$ cat src/rtl/alu_writeback_unit_pkg.sv
// Shared definitions for the ALU writeback stage: widths, opcodes, FSM states.
package alu_writeback_unit_pkg;

   localparam int unsigned DATA_W_DEF     = 16;
   localparam int unsigned REG_ADDR_W_DEF = 4;
   localparam int unsigned FIFO_DEPTH_DEF = 2;
   localparam int unsigned OP_W           = 3;

   typedef enum logic [2:0] {
      OP_ADD = 3'b000,
      OP_MUL = 3'b001,
      OP_AND = 3'b010,
      OP_OR  = 3'b011,
      OP_SLL = 3'b100,
      OP_SRL = 3'b101
   } op_e;

   typedef enum logic [1:0] {
      ST_IDLE  = 2'd0,
      ST_WR_LO = 2'd1,
      ST_WR_HI = 2'd2
   } wb_state_e;

   // Codes above SRL (110, 111) carry no defined result and are dropped
   function automatic logic op_defined(input logic [2:0] op);
      return (op <= OP_SRL);
   endfunction

endpackage

$ cat src/rtl/alu_writeback_unit_if.sv
// ALU result handshake plus register file write port of the writeback stage.
interface alu_writeback_unit_if
   import alu_writeback_unit_pkg::*;
#(
   parameter int unsigned DATA_W     = DATA_W_DEF,
   parameter int unsigned REG_ADDR_W = REG_ADDR_W_DEF
) ();

   logic                  in_valid;
   logic                  in_ready;
   logic [OP_W-1:0]       in_op;
   logic [REG_ADDR_W-1:0] in_rd;
   logic [2*DATA_W-1:0]   in_result;
   logic                  wb_stall;
   logic                  rf_we;
   logic [REG_ADDR_W-1:0] rf_waddr;
   logic [DATA_W-1:0]     rf_wdata;

   // ALU / register file side
   modport master (
      output in_valid, in_op, in_rd, in_result, wb_stall,
      input  in_ready, rf_we, rf_waddr, rf_wdata
   );

   // Writeback unit side
   modport slave (
      input  in_valid, in_op, in_rd, in_result, wb_stall,
      output in_ready, rf_we, rf_waddr, rf_wdata
   );

endinterface

$ cat src/rtl/alu_writeback_unit_wb_fifo.sv
// Small synchronous FIFO with occupancy count; push ignored when full, pop ignored when empty.
module wb_fifo #(
   parameter int unsigned WIDTH = 8,
   parameter int unsigned DEPTH = 2
) (
   input  logic                     clk,
   input  logic                     rst_n,
   input  logic                     i_push,
   input  logic                     i_pop,
   input  logic [WIDTH-1:0]         i_wdata,
   output logic [WIDTH-1:0]         o_rdata,
   output logic [$clog2(DEPTH):0]   o_count,
   output logic                     o_full,
   output logic                     o_empty
);

   localparam int unsigned PTR_W = (DEPTH > 1) ? $clog2(DEPTH) : 1;
   localparam int unsigned CNT_W = $clog2(DEPTH) + 1;

   logic [WIDTH-1:0] r_mem [DEPTH];
   logic [PTR_W-1:0] r_wptr;
   logic [PTR_W-1:0] r_rptr;
   logic [CNT_W-1:0] r_count;
   logic             w_do_push;
   logic             w_do_pop;

   assign o_full    = (r_count == CNT_W'(DEPTH));
   assign o_empty   = (r_count == '0);
   assign o_count   = r_count;
   assign o_rdata   = r_mem[r_rptr];
   assign w_do_push = i_push && !o_full;
   assign w_do_pop  = i_pop && !o_empty;

   // Storage array; contents need no reset since count gates visibility
   always_ff @(posedge clk) begin
      if (w_do_push) r_mem[r_wptr] <= i_wdata;
   end

   // Pointers wrap naturally (power-of-two depth); count tracks occupancy
   always_ff @(posedge clk) begin
      if (!rst_n) begin
         r_wptr  <= '0;
         r_rptr  <= '0;
         r_count <= '0;
      end else begin
         if (w_do_push) r_wptr <= r_wptr + PTR_W'(1);
         if (w_do_pop)  r_rptr <= r_rptr + PTR_W'(1);
         case ({w_do_push, w_do_pop})
            2'b10:   r_count <= r_count + CNT_W'(1);
            2'b01:   r_count <= r_count - CNT_W'(1);
            default: r_count <= r_count;
         endcase
      end
   end

endmodule

$ cat src/rtl/alu_writeback_unit.sv
// Writeback stage: buffers ALU results and drives the register file write port,
// splitting MUL results into low (rd) and high (rd+1) writes; keeps Z/V flags.
module alu_writeback_unit
   import alu_writeback_unit_pkg::*;
#(
   parameter int unsigned DATA_W     = DATA_W_DEF,
   parameter int unsigned REG_ADDR_W = REG_ADDR_W_DEF,
   parameter int unsigned FIFO_DEPTH = FIFO_DEPTH_DEF
) (
   input  logic               clk,
   input  logic               rst_n,
   alu_writeback_unit_if.slave bus,
   output logic               flag_z,
   output logic               flag_v,
   output logic               busy
);

   localparam int unsigned RES_W = 2 * DATA_W;
   localparam int unsigned ENT_W = OP_W + REG_ADDR_W + RES_W;
   localparam int unsigned CNT_W = $clog2(FIFO_DEPTH) + 1;

   logic                  w_push;
   logic                  w_pop;
   logic                  w_full;
   logic                  w_empty;
   logic [CNT_W-1:0]      w_count;
   logic [ENT_W-1:0]      w_head;
   logic [OP_W-1:0]       w_head_op;
   logic [REG_ADDR_W-1:0] w_head_rd;
   logic [RES_W-1:0]      w_head_res;
   logic                  w_head_mul;
   logic                  w_can_lo;

   wb_state_e             r_state;
   wb_state_e             w_state_nxt;
   logic                  r_hi_pend;
   logic                  w_lo_issue;
   logic                  w_hi_issue;
   logic                  w_drop;
   logic                  w_flag_upd;
   logic                  w_z_nxt;
   logic                  w_v_nxt;
   logic [REG_ADDR_W-1:0] w_waddr_nxt;
   logic [DATA_W-1:0]     w_wdata_nxt;

   logic                  r_we;
   logic [REG_ADDR_W-1:0] r_waddr;
   logic [DATA_W-1:0]     r_wdata;
   logic                  r_flag_z;
   logic                  r_flag_v;

   assign bus.in_ready = !w_full;
   assign w_push       = bus.in_valid && !w_full;

   wb_fifo #(
      .WIDTH (ENT_W),
      .DEPTH (FIFO_DEPTH)
   ) u_fifo (
      .clk     (clk),
      .rst_n   (rst_n),
      .i_push  (w_push),
      .i_pop   (w_pop),
      .i_wdata ({bus.in_op, bus.in_rd, bus.in_result}),
      .o_rdata (w_head),
      .o_count (w_count),
      .o_full  (w_full),
      .o_empty (w_empty)
   );

   assign w_head_op  = w_head[ENT_W-1 -: OP_W];
   assign w_head_rd  = w_head[RES_W +: REG_ADDR_W];
   assign w_head_res = w_head[RES_W-1:0];
   assign w_head_mul = (w_head_op == OP_MUL);
   assign w_can_lo   = !w_empty && op_defined(w_head_op) && !bus.wb_stall;

   // FSM state register
   always_ff @(posedge clk) begin
      if (!rst_n) r_state <= ST_IDLE;
      else        r_state <= w_state_nxt;
   end

   // FSM next state: WR_LO with a pending high half waits out stalls in place
   always_comb begin
      w_state_nxt = r_state;
      unique case (r_state)
         ST_IDLE: begin
            if (w_can_lo) w_state_nxt = ST_WR_LO;
         end
         ST_WR_LO: begin
            if (r_hi_pend) begin
               if (!bus.wb_stall) w_state_nxt = ST_WR_HI;
            end else begin
               w_state_nxt = w_can_lo ? ST_WR_LO : ST_IDLE;
            end
         end
         ST_WR_HI: w_state_nxt = w_can_lo ? ST_WR_LO : ST_IDLE;
         default:  w_state_nxt = ST_IDLE;
      endcase
   end

   // FSM outputs: an entry is popped as its final write is issued, so the
   // head already shows the next entry while that write sits on rf_*; this
   // is what lets non-MUL results stream one per cycle through a 2-deep FIFO.
   // Undefined ops are only dropped from IDLE.
   always_comb begin
      w_lo_issue = 1'b0;
      w_hi_issue = 1'b0;
      w_drop     = 1'b0;
      unique case (r_state)
         ST_IDLE: begin
            w_lo_issue = w_can_lo;
            w_drop     = !w_empty && !op_defined(w_head_op);
         end
         ST_WR_LO: begin
            if (r_hi_pend) w_hi_issue = !bus.wb_stall;
            else           w_lo_issue = w_can_lo;
         end
         ST_WR_HI: w_lo_issue = w_can_lo;
         default: ;
      endcase
      w_pop       = (w_lo_issue && !w_head_mul) || w_hi_issue || w_drop;
      w_flag_upd  = (w_lo_issue && !w_head_mul) || w_hi_issue;
      w_z_nxt     = w_hi_issue ? (w_head_res == '0) : (w_head_res[DATA_W-1:0] == '0);
      w_v_nxt     = |w_head_res[RES_W-1:DATA_W];
      w_waddr_nxt = w_hi_issue ? (w_head_rd + REG_ADDR_W'(1)) : w_head_rd;
      w_wdata_nxt = w_hi_issue ? w_head_res[RES_W-1:DATA_W] : w_head_res[DATA_W-1:0];
   end

   // Registered write port, status flags and pending-high-half marker
   always_ff @(posedge clk) begin
      if (!rst_n) begin
         r_we      <= 1'b0;
         r_waddr   <= '0;
         r_wdata   <= '0;
         r_flag_z  <= 1'b0;
         r_flag_v  <= 1'b0;
         r_hi_pend <= 1'b0;
      end else begin
         r_we <= w_lo_issue || w_hi_issue;
         if (w_lo_issue || w_hi_issue) begin
            r_waddr <= w_waddr_nxt;
            r_wdata <= w_wdata_nxt;
         end
         if (w_flag_upd) begin
            r_flag_z <= w_z_nxt;
            r_flag_v <= w_v_nxt;
         end
         if (w_lo_issue)      r_hi_pend <= w_head_mul;
         else if (w_hi_issue) r_hi_pend <= 1'b0;
      end
   end

   assign bus.rf_we    = r_we;
   assign bus.rf_waddr = r_waddr;
   assign bus.rf_wdata = r_wdata;
   assign flag_z       = r_flag_z;
   assign flag_v       = r_flag_v;
   assign busy         = (w_count != '0) || (r_state != ST_IDLE);

endmodule

$ cat src/flat_wrapper.sv
// flat-port wrapper written by rule: the top's interface ports become plain ports
module alu_writeback_unit_flat import alu_writeback_unit_pkg::*;
#(
   parameter int unsigned DATA_W     = DATA_W_DEF,
   parameter int unsigned REG_ADDR_W = REG_ADDR_W_DEF,
   parameter int unsigned FIFO_DEPTH = FIFO_DEPTH_DEF
)
  (clk, rst_n, flag_z, flag_v, busy, bus_in_valid, bus_in_op, bus_in_rd, bus_in_result, bus_wb_stall, bus_in_ready, bus_rf_we, bus_rf_waddr, bus_rf_wdata);
  alu_writeback_unit_if #(.DATA_W(DATA_W), .REG_ADDR_W(REG_ADDR_W)) bus_i ();
  input  logic clk;
  input  logic rst_n;
  output logic flag_z;
  output logic flag_v;
  output logic busy;
  input wire logic [$bits(bus_i.in_valid)-1:0] bus_in_valid;
  input wire logic [$bits(bus_i.in_op)-1:0] bus_in_op;
  input wire logic [$bits(bus_i.in_rd)-1:0] bus_in_rd;
  input wire logic [$bits(bus_i.in_result)-1:0] bus_in_result;
  input wire logic [$bits(bus_i.wb_stall)-1:0] bus_wb_stall;
  output wire logic [$bits(bus_i.in_ready)-1:0] bus_in_ready;
  output wire logic [$bits(bus_i.rf_we)-1:0] bus_rf_we;
  output wire logic [$bits(bus_i.rf_waddr)-1:0] bus_rf_waddr;
  output wire logic [$bits(bus_i.rf_wdata)-1:0] bus_rf_wdata;
  assign bus_i.in_valid = bus_in_valid;
  assign bus_i.in_op = bus_in_op;
  assign bus_i.in_rd = bus_in_rd;
  assign bus_i.in_result = bus_in_result;
  assign bus_i.wb_stall = bus_wb_stall;
  assign bus_in_ready = bus_i.in_ready;
  assign bus_rf_we = bus_i.rf_we;
  assign bus_rf_waddr = bus_i.rf_waddr;
  assign bus_rf_wdata = bus_i.rf_wdata;
  alu_writeback_unit #(.DATA_W(DATA_W), .REG_ADDR_W(REG_ADDR_W), .FIFO_DEPTH(FIFO_DEPTH)) u_core (.clk(clk), .rst_n(rst_n), .bus(bus_i), .flag_z(flag_z), .flag_v(flag_v), .busy(busy));
endmodule
$ cat config.mk
export PLATFORM = sky130hd
export DESIGN_NAME = alu_writeback_unit_flat
export DESIGN_NICKNAME = d
export VERILOG_FILES = /design/src/rtl/alu_writeback_unit_pkg.sv /design/src/rtl/alu_writeback_unit_if.sv /design/src/rtl/alu_writeback_unit_wb_fifo.sv /design/src/rtl/alu_writeback_unit.sv /design/src/flat_wrapper.sv
export SDC_FILE = /design/constraint.sdc
export NUM_CORES = 1
export LEC_CHECK = 0
export ABC_AREA = 1
export BUFFER_PORTS_ARGS = -buffer_cell sky130_fd_sc_hd__buf_2
export CORE_MARGIN = 2
export CORE_UTILIZATION = 46
export DETAILED_ROUTE_END_ITERATION = 16
export PLACE_DENSITY = 0.69
export SYNTH_ARGS = -nofsm -noshare
export SYNTH_HDL_FRONTEND = slang
export SYNTH_SLANG_ARGS = --single-unit
$ cat constraint.sdc
create_clock -name clk -period 3.7 [get_ports clk]
set_clock_uncertainty 0.05 [all_clocks]
set_input_delay 0.37 -clock clk [delete_from_list [all_inputs] [get_ports clk]]
set_output_delay 0.37 -clock clk [all_outputs]
set_load 0.01 [all_outputs]
Word-level counts from Yosys, hierarchy flattened --
Memories as Yosys holds them, arrays and structs flattened. A register that Yosys moved wholly into a read port is not among the register bits. Index checks and enable logic that the tools add are counted.
Word-level totals: bits in registers 30, RAM bits 78, input bits 43, output and inout port bits 25, memories kept 1
Memories:
- u_core.u_fifo.r_mem | depth 2, width 39, read ports 1, clocked after memory_dff 1, write ports 1, line alu_writeback_unit_wb_fifo.sv:20 | logic [WIDTH-1:0] r_mem [DEPTH];
Operators by class: add/subtract/negate cells 5, order comparisons 1, eq/ne operators 8, mux-type cells 20, reductions and logical operators 27
Operators with widths (number):
- logical NOT 32 bit | 1
- logical NOT 16 bit | 1
- 2-to-1 mux 16 bit | 1
- OR reduction 16 bit | 1
- 2-to-1 mux 1 bit | 12
- nonzero test 2 bit | 4
- logical AND 1 bit | 7
- == test 2 bit, second input constant | 3
- 2-to-1 mux 2 bit | 3
- one-hot mux 2 bit (3 select lines) | 1
- logical NOT 1 bit | 5
- adder 4 x 1 -> 4 bit, second input constant | 1
- == test 2 x 1 -> 1 bit, second input constant | 2
- logical NOT 2 bit | 2
- logical OR 1 bit | 4
- 2-to-1 mux 4 bit | 1
- one-hot mux 2 bit (2 select lines) | 1
- == test 3 x 1 -> 1 bit, second input constant | 1
- <= comparator 3 bit, second input constant | 1
- != test 3 bit, second input constant | 1
- adder 1 bit, second input constant | 2
- adder 2 x 1 -> 2 bit, second input constant | 1
- != test 2 x 1 -> 1 bit, second input constant | 1
- one-hot mux 1 bit (2 select lines) | 1
- 3 further kinds | 3

Depth between registers and ports, before layout --
depth in word-level cells 12, gate-level depth with buffers 15, depth with buffers taken out 14

Hierarchy --
Synthesis repeated with hierarchy kept, for this count alone.
Unflattened totals: cells, all modules 357, area total of the unflattened synthesis 4531.8 µm²
By module, submodules not included:
- wb_fifo | instances 1, cells each 161, area an instance 3106.7 µm², sequential area each 2442.3 µm²
- alu_writeback_unit | instances 1, cells each 196, area an instance 1425.1 µm², sequential area each 520.5 µm²

Worst setup path after synthesis --
OpenSTA, ideal clock, no wires.
path type register to register, start point register u_core.u_fifo.r_count[0], in the netlist u_core.u_fifo.o_count[0], end point memory u_core.u_fifo.r_mem[1][0] (netlist name) (enable), library setup time 437 ps, data arrival time 2335 ps, slack 878 ps, stages on the path, launching flop included 5, clock period less this slack 2822 ps, cell sequence dfxtp_1 -> inv_1 -> nand2_1 -> nand2_1 -> nor2_1
On the way: cells in the longest elaborated chain, start to end 6
Ends and longest elaborated chain:
- from (decl) | line alu_writeback_unit_wb_fifo.sv:23 | logic [CNT_W-1:0] r_count;
- from (signal assigned) | line alu_writeback_unit_wb_fifo.sv:49 | 2'b10: r_count <= r_count + CNT_W'(1);
- from (signal assigned) | line alu_writeback_unit_wb_fifo.sv:50 | 2'b01: r_count <= r_count - CNT_W'(1);
- from (signal assigned) | line alu_writeback_unit_wb_fifo.sv:51 | default: r_count <= r_count;
- == test 2 bit (*) | line alu_writeback_unit_wb_fifo.sv:27 | assign o_full = (r_count == CNT_W'(DEPTH));
- logical NOT 1 bit (*)
- via bus_in_ready | line flat_wrapper.sv:20 | output wire logic [$bits(bus_i.in_ready)-1:0] bus_in_ready;
- logical AND 1 bit | line alu_writeback_unit.sv:53 | assign w_push = bus.in_valid && !w_full;
- logical AND 1 bit (*) | line alu_writeback_unit_wb_fifo.sv:31 | assign w_do_push = i_push && !o_full;
- 2-to-1 mux 1 bit (*) | line alu_writeback_unit_wb_fifo.sv:36 | if (w_do_push) r_mem[r_wptr] <= i_wdata;
- 2-to-1 mux 1 bit (implied by the code) (*) | line alu_writeback_unit_wb_fifo.sv:36
- to (decl) | line alu_writeback_unit_wb_fifo.sv:20
The timed path passes the listed nets; every way through them passes the cells marked *.

==> metrics <==
Max Buffers Root-to-Sink=2; P&R area growth vs syn=14.53%; element type at the critical path end=flip-flop; area of placed instances=4788 sq um; register area share after synthesis=67.48%; Fillers=824; Worst Setup Path Type=flip-flop to flip-flop; cts bufs inserted=9; status=finished, final reports clean; Synth area leaders=edfxtp_1 53%, nand2_1 15%, dfxtp_1 14%, nor2_1 3.4%, a31oi_1 2.4%; fin. max-slew vios=0; WP data arrival=2.66 ns; Synthesized Nets=470; Syn. warnings=0; # placed instances=607; Initial Utilization=47.52%; area of the multi-input gates=1239 sq um; initial drt markers=191; Setup-failing EPs final=0; Die Span Y=101.7 um; Die Span X=101.7 um; die footprint=10340 sq um; part of the power in the clock network=24.3%; RD Place Congestion=0.8227; fmax=413.8 MHz; ANT cells=0; vias in the first global route=2847; Worst Path Required=3.95 ns; largest net degree at the start of global routing=41; FF-to-FF setup slack=1.28 ns; first-pass GRT wire length=13600 um; routed length per placed instance=13.97 um; Slew @ Worst Pin=1.199 ns; final WL=8706 um; Core Util, Final=54.42%; Cells after Synth=425; router iterations before antenna repair=5; sw frac=33.14%; GR Util All Layers=17.45%; Clock Latency Late Sink=0.35 ns; crit-path max FO=37; H-tree depth=3; Power Dens Cells=690.1 nW/um^2; final period utilization=65.32%; cell area after layout=5029 sq um; min-delay worst type=input pin to flip-flop; post-CTS sizing=0; IO Pins=68; RSZ-0062 raised after global routing=no; FF/Latch Area=2963 sq um; Reg power frac=47.3%; CP peak stage delay=0.34 ns; DR vias=2984; Comb pwr share=28.5%; clk slew on worst S/H paths=0.10 ns; share of cells above drive strength 1=20.04%; distinct cell type count after synthesis=28; # Post-CTS Setup Buffers=0; Root Buffer=clkbuf_8; CTS Sinks=109; Final Critical Period=2.417 ns; Most used DFF post-synth=edfxtp_1; Site Rows=35; via/cell ratio=4.790; crit-path cells=buf_4, inv_6, nand2_1, nand2_2, nand2_2, nand3_4, nand2_4, nand2_2, a21oi_1, ha_1, inv_1, nand2_1, nor2_1, o21ai_0, a21oi_1; CTS tree=built; top-count cell post-synth=nand2_1; antenna viol nets, final=0; Post-synth top cells=172 x nand2_1, 78 x edfxtp_1, 40 x nor2_1, 31 x dfxtp_1, 19 x nand3_1; Layout Cells excl Fill=623; number of synthesized flops with an enable pin=78; slowest CP cell=dfxtp_1; startpoint class of the critical path=flip-flop; # DRC=0; Async SR Flop Fraction=0%; final hold violations=0; Net Sw Power=1150 uW; I/O Buffers=67; post-synthesis sequential element count=109; CP most frequent cell=nand2_2; fin nets=534; Synth top area share=53.35%; Leakage=0.002080 uW; initial antenna violation count=0; Yosys top cell by area=edfxtp_1; GR Overflow Total=0; worst vdd ir=0.3500 mV; hold buffers post-CTS=0; Core Region=9240 sq um; sum of negative setup slack=0 ns; post-DP HPWL=5934 um; relative slew slack=19.89%; Pint=2320 uW; syn_area_per_cell=10.33 sq um; max_cap viols=0; Netlist Area Pre-Place=4390 sq um
-- worst max-delay path: cells and delay by family, from the launching register on --
family | cells | cell delay, ns
compound gates | 3 | 0.35
simple gates | 8 | 0.84
fa+ha+maj | 1 | 0.24
flops | 1 | 0.34
buf+inv | 3 | 0.53
-- sequential cells by signal, indices dropped and copies added, names as in the netlist, 2 cells and up, named ones only --
name and count:
u_core.bus.rf_waddr 4, u_core.r_state 2, u_core.u_fifo.r_mem 78, u_core.bus.rf_wdata 16
u_core.u_fifo.o_count 2
-- routing by layer --
metal / up-vias / global-route usage [%] / part of all wire (%)
li1: 1539 / - / -
met1: 1373 / 21.49 / 45
met2: 65 / 30.77 / 49
met3: 7 / 3.451 / 4.3
met4: 0 / 5.717 / 1.1
met5: - / 0 / 0
-- path summary, 6_finish.rpt --
kind	cells after the start	start	endpoint
max	15	flip-flop	u_core.u_fifo.o_count[1]
min	1	bus_in_result[26]	u_core.u_fifo.r_mem[1][26]
max reg2reg	15	flip-flop	u_core.u_fifo.o_count[1]
min reg2reg	2	u_core.flag_v	u_core.flag_v
-- cell type report --
type / instances / share of cell area [%]
inverters: 18 / 1.493
repair buffers: 69 / 6.967
clock inverters: 4 / 1.891
clock buffers: 12 / 2.886
well taps: 129 / 3.210
flip-flops and latches: 109 / 58.92
multi-input cells: 282 / 24.63
-- cell usage in the layout, fill, tap and decap left out --
master / n
nor3_1: 1
buf_2: 67
nand3_4: 1
inv_4: 1
clkinv_2: 1
clkbuf_1: 2
nand2_4: 1
o211ai_1: 1
nand2_1: 172
inv_2: 3
nor2_2: 2
nand3b_2: 1
a21oi_1: 8
edfxtp_1: 78
nor2_4: 2
clkinv_1: 1
a31oi_1: 17
nand3_1: 19
o21ai_1: 5
nor2_1: 38
dfxtp_1: 31
inv_1: 12
o21ai_0: 6
clkbuf_8: 10
inv_6: 1
bufinv_16: 3
buf_4: 2
nand2_2: 4
ha_1: 2
xnor2_1: 1
o21a_1: 1
-- per-stage QoR --
step / setup WS, ns / power [uW] / hold slack (ns)
after global placement: 1.312 / 2639 / 0.4063
after global routing: 0.9913 / 3696 / 0.1224
after CTS: 1.265 / 3497 / 0.1313
after detailed placement: 1.261 / 2662 / 0.4153
after floorplan: 0.8779 / 2408 / 0.3931
final: 1.283 / 3470 / 0.1465
-- power by group through the flow --
stage | Combinational [uW] | Sequential, uW | Clock [uW]
2_1_floorplan | 730 | 1680 | 0
3_3_place_gp | 973 | 1670 | 0
3_5_place_dp | 992 | 1670 | 0
4_1_cts | 997 | 1640 | 857
5_1_grt | 1140 | 1660 | 901
6_report | 988 | 1640 | 842
-- kinds of logic after synthesis --
group                    share of synthesized area (%)
AO/OA/AOI/OAI                                    4.930
AND/OR/NAND/NOR                                  22.17
flip-flops                                       67.48
adder cells (fa/ha/maj)                         0.5699
XOR/XNOR                                        0.1995
buffers and inverters                            4.645
No activity file was read; power rests on OpenSTA's default activity.
